===== src/rtl/ushift_pkg.sv =====
// Shared mode encodings for the universal shift register and its testbench.
package ushift_pkg;

    localparam logic [2:0] MODE_HOLD = 3'b000;
    localparam logic [2:0] MODE_LOAD = 3'b001;
    localparam logic [2:0] MODE_SHL  = 3'b010;
    localparam logic [2:0] MODE_SHR  = 3'b011;
    localparam logic [2:0] MODE_ROL  = 3'b100;
    localparam logic [2:0] MODE_ROR  = 3'b101;
    localparam logic [2:0] MODE_ASR  = 3'b110;
    localparam logic [2:0] MODE_RSVD = 3'b111;

    // True for every mode that moves one bit out of the register.
    function automatic logic is_shift_mode(input logic [2:0] m);
        return (m >= MODE_SHL) && (m <= MODE_ASR);
    endfunction

endpackage


===== src/rtl/ushift_counter.sv =====
// Saturating shift counter with a single "word shifted out" strobe.
module ushift_counter #(
    parameter int unsigned WIDTH = 8,
    parameter int unsigned CNT_W = $clog2(WIDTH + 1)
) (
    input  logic             clk,
    input  logic             rst,
    input  logic             clr_cnt,
    input  logic             inc,
    output logic [CNT_W-1:0] shift_cnt,
    output logic             shift_done
);

    localparam logic [CNT_W-1:0] CntMax  = CNT_W'(WIDTH);
    localparam logic [CNT_W-1:0] CntLast = CNT_W'(WIDTH - 1);

    logic [CNT_W-1:0] cnt_q;
    logic             done_q;

    // Count shifts up to WIDTH; pulse only on the transition into saturation.
    always_ff @(posedge clk) begin
        if (rst || clr_cnt) begin
            cnt_q  <= '0;
            done_q <= 1'b0;
        end else if (inc && (cnt_q != CntMax)) begin
            cnt_q  <= cnt_q + 1'b1;
            done_q <= (cnt_q == CntLast);
        end else begin
            done_q <= 1'b0;
        end
    end

    assign shift_cnt  = cnt_q;
    assign shift_done = done_q;

endmodule


===== src/rtl/univ_shift_loadclearreg.sv =====
// Universal register: load, clear, shift/rotate both ways, arithmetic shift right,
// serial in/out and a saturating shift counter.
// Optional feature macro: USHIFT_PARITY_EN adds a registered parity_out of Qout.
module univ_shift_loadclearreg
    import ushift_pkg::*;
#(
    parameter int unsigned WIDTH = 8,
    localparam int unsigned CNT_W = $clog2(WIDTH + 1)
) (
    input  logic             clk,
    input  logic             rst,
    input  logic             clear,
    input  logic [2:0]       mode,
    input  logic [WIDTH-1:0] D,
    input  logic             ser_in,
    output logic [WIDTH-1:0] Qout,
    output logic             ser_out,
`ifdef USHIFT_PARITY_EN
    output logic             parity_out,
`endif
    output logic [CNT_W-1:0] shift_cnt,
    output logic             shift_done
);

    logic [WIDTH-1:0] q_q, q_d;
    logic             so_q, so_d;
    logic             do_shift;
    logic             clr_cnt;

    // Next-state mux for the data register and the serial-out bit.
    always_comb begin
        q_d  = q_q;
        so_d = so_q;
        case (mode)
            MODE_LOAD: q_d = D;
            MODE_SHL: begin
                q_d  = {q_q[WIDTH-2:0], ser_in};
                so_d = q_q[WIDTH-1];
            end
            MODE_SHR: begin
                q_d  = {ser_in, q_q[WIDTH-1:1]};
                so_d = q_q[0];
            end
            MODE_ROL: begin
                q_d  = {q_q[WIDTH-2:0], q_q[WIDTH-1]};
                so_d = q_q[WIDTH-1];
            end
            MODE_ROR: begin
                q_d  = {q_q[0], q_q[WIDTH-1:1]};
                so_d = q_q[0];
            end
            MODE_ASR: begin
                q_d  = {q_q[WIDTH-1], q_q[WIDTH-1:1]};
                so_d = q_q[0];
            end
            default: ;
        endcase
    end

    // Data and serial-out registers; reset and clear both zero them.
    always_ff @(posedge clk) begin
        if (rst || clear) begin
            q_q  <= '0;
            so_q <= 1'b0;
        end else begin
            q_q  <= q_d;
            so_q <= so_d;
        end
    end

    assign Qout    = q_q;
    assign ser_out = so_q;

`ifdef USHIFT_PARITY_EN
    logic par_q;

    // Parity of the value being loaded into Qout, so it always tracks Qout.
    always_ff @(posedge clk) begin
        if (rst || clear) begin
            par_q <= 1'b0;
        end else begin
            par_q <= ^q_d;
        end
    end

    assign parity_out = par_q;
`endif

    // Clear and LOAD both restart the shift count; clear also masks the shift.
    assign do_shift = is_shift_mode(mode) && !clear;
    assign clr_cnt  = clear || (mode == MODE_LOAD);

    ushift_counter #(
        .WIDTH (WIDTH),
        .CNT_W (CNT_W)
    ) u_counter (
        .clk        (clk),
        .rst        (rst),
        .clr_cnt    (clr_cnt),
        .inc        (do_shift),
        .shift_cnt  (shift_cnt),
        .shift_done (shift_done)
    );

endmodule


===== config.mk =====
export PLATFORM = sky130hd
export DESIGN_NAME = univ_shift_loadclearreg
export DESIGN_NICKNAME = d
export VERILOG_FILES = /design/src/rtl/ushift_pkg.sv /design/src/rtl/ushift_counter.sv /design/src/rtl/univ_shift_loadclearreg.sv
export SDC_FILE = /design/constraint.sdc
export NUM_CORES = 1
export LEC_CHECK = 0
export ABC_CLOCK_PERIOD_IN_PS = 3600
export BUFFER_PORTS_ARGS = -buffer_cell sky130_fd_sc_hd__buf_4
export CAP_MARGIN = 30
export CORE_ASPECT_RATIO = 1.1
export CORE_MARGIN = 5
export CORE_UTILIZATION = 45
export CTS_CLUSTER_DIAMETER = 80
export DETAILED_ROUTE_END_ITERATION = 10
export PLACE_DENSITY_LB_ADDON = 0.15
export SYNTH_ARGS = -nofsm -noshare
export SYNTH_HDL_FRONTEND = slang
export SYNTH_SLANG_ARGS = --single-unit

===== constraint.sdc =====
create_clock -name clk -period 3.6 [get_ports clk]
set_input_delay 0 -clock clk [delete_from_list [all_inputs] [get_ports clk]]
set_output_delay 0 -clock clk [all_outputs]
set_load 0.05 [all_outputs]

==> run metrics <==
initial core utilization 46.1%; Post-Synth Simple-Gate Area 22.9%; YS warnings 0; Max Fclk 0.662 GHz; fill count 194; Net Switching 0.000116 W; CTS tree built; dpl hpwl 1.60 mm; drt first pass iters 4; Die W 52.9 um; max-slew violations 0; XOR/XNOR share of the synthesized area 1.78%; Antenna Nets Post-Route 0; crit start category flop; share of layout cells above drive strength 1 31.5%; htree depth 1; required time worst endpoint 3.81 ns; Slew HR 33.8%; P per Cell Area 313 mW/mm^2; total CTS buffers 3; core area 0.00198 mm^2; worst hold path class primary input to flop; Final #Nets 146; number of global-route vias before repair 907; Comb pwr share 27.0%; I/O Buffers 28; Worst Tran Pin Value 0.989 ns; synth top area cells dfxtp_1 (31%), mux2_2 (7.4%), a211oi_1 (4.9%); Setup CP Type flop to flop; detailed router's first-iteration violation count 21; CP endpoint kind flop; first-pass GRT wire length 3.84 mm; Final Hold Fails 0; Reg clk slew, reported paths 0.09 ns; CTS Buffer Depth 2; count leader, synth dfxtp_1; # hold bufs at CTS 0; clock sinks 14; leakage 0.448 nW; worst path arrival time 1.72 ns; row cnt 17; Cell Int Power 0.000239 W; Seq pwr share 47.4%; Post-Syn Instances 103; total gr overflow 0; post-CTS resize count 0; Fin Setup TNS 0 ns; DR WL/cell 14.6 um; leading area contributor after synthesis dfxtp_1; gpl congestion 0.747; Most used DFF post-synth dfxtp_1; period utilisation layout 41.9%; I/O Pins 29; Die Area 0.00303 mm^2; Yosys reg bits 14; routed vias/inst 5.54; register area share after synthesis 30.7%; Via Count 859; VDD IR max 0.000195 V; kind of cell adding the most delay to the critical path simple AND/OR/NAND/NOR gates; post-synthesis compound-gate area fraction 20.4%; critical path's slowest cell dfxtp_1; ANT cells 0; Layout area overhead 24.3%; Final min period 1.51 ns; Clock Latency Late Sink 0.28 ns; die height 57.2 um; share of the synthesized area in the top cell type 30.7%; number of flops mapped to enable cells by yosys 0; Sw Share 32.7%; RSZ-0062 raised after global routing false; asr flop ratio synth 0%; Cell Area, Synth 912 um^2; Finished Core Util 57.3%; crit-path cells inv_1 -> ha_1 -> and3b_1 -> nor4_1 -> mux2i_1; mux contribution to synthesized area 11.9%; Synth top cells by count dfxtp_1 (14), inv_1 (8); CP max stage delay 0.43 ns; largest net degree at the start of global routing 19; Detailed Route WL 2.26 mm; DRC 0; Final Setup Violations 0; CTS root buffer clkbuf_4; Tot GR Track Use 16.6%; Seq. cell area 280 um^2; largest family of logic cells by synthesized area simple AND/OR/NAND/NOR gates; Max FO, Critical Path 5; max_cap viols 0; Mean Syn Cell Area 8.86 um^2; Post-Synth Adder-Cell Area 3.84%; area of the multi-input gates 556 um^2; Clock Skew 0.00147 ns; initial antenna violation count 0; Clk pwr share 25.5%; worst path bufs/invs 1; Setup Fix Bufs, Post-CTS 0; library cells used by synthesis 39; syn nets 120; outcome completed
## through the flow
stage / cells / power (W) / setup WS (ns) / hold slack, ns / area (um^2)
5_1_grt: 155 / 0.000376 / 1.94 / 0.0313 / 1130
2_1_floorplan: 103 / 0.000239 / 1.88 / 0.186 / 912
6_report: 155 / 0.000355 / 2.09 / 0.0372 / 1130
3_5_place_dp: 152 / 0.000268 / 2.11 / 0.338 / 1110
4_1_cts: 155 / 0.000358 / 2.07 / 0.0347 / 1130
3_3_place_gp: 152 / 0.000266 / 2.17 / 0.327 / 1110
## sequential cells by signal, indices dropped and copies added (netlist names)
signal / count
ser_out: 1
Qout: 8
u_counter.shift_done: 1
u_counter.shift_cnt: 4
## routing by layer
metal	global-route usage, %	wire length [um]	vias up
met5	0	0	-
met4	7.30	27	0
met3	2.87	94	4
met2	28.2	1120	19
met1	20.1	1020	403
li1	-	-	433
## cell usage in the layout (no fill, tap or decap), types with 3 or more instances in the layout
| master | instances |
|---|---|
| nor3_1 | 3 |
| mux2i_1 | 3 |
| nand3_1 | 5 |
| o22ai_1 | 6 |
| buf_4 | 28 |
| o21ai_0 | 6 |
| clkbuf_4 | 3 |
| inv_1 | 8 |
| a211oi_1 | 6 |
| nand2_1 | 4 |
| dfxtp_1 | 14 |
| mux2_2 | 6 |
| nor2_1 | 4 |
## power groups by stage
stage	logic, W	clock network (W)	registers (W)
2_1_floorplan	0.0000475	0	0.000191
3_3_place_gp	0.0000945	0	0.000172
3_5_place_dp	0.0000963	0	0.000172
4_1_cts	0.0000966	0.0000929	0.000169
5_1_grt	0.000104	0.000102	0.000170
6_report	0.0000960	0.0000907	0.000169
## final cells by class
class | count | area share (%)
Inverter | 8 | 2.65
Tap cell | 28 | 3.09
Clock buffer | 3 | 1.99
Sequential cell | 14 | 24.7
Multi-Input combinational cell | 74 | 49.0
Timing Repair Buffer | 28 | 18.5
## kinds of logic after synthesis
group / count (synthesis)
AND/OR/NAND/NOR: 32
AO/OA/AOI/OAI: 28
flip-flops: 14
adder cells (fa/ha/maj): 3
XOR/XNOR: 1
buffers and inverters: 15
multiplexers: 10
## final timing paths
kind / start / end / slack (ns) / cells past startpoint
worst min-delay path: D[4] / Qout[4] / 0.04 / 3
worst max register to register: u_counter.shift_cnt[0] / u_counter.shift_cnt[2] / 2.09 / 5
worst min register to register: Qout[1] / Qout[1] / 0.51 / 2
worst max-delay path: u_counter.shift_cnt[0] / u_counter.shift_cnt[2] / 2.09 / 5
## tightest hold or removal path, delay by kind of cell
kind / cells / cell delay [ns]
AOI/OAI and AO/OA: 2 / 0.17
buffers and inverters: 1 / 0.11
No activity file was read; power rests on OpenSTA's default activity.
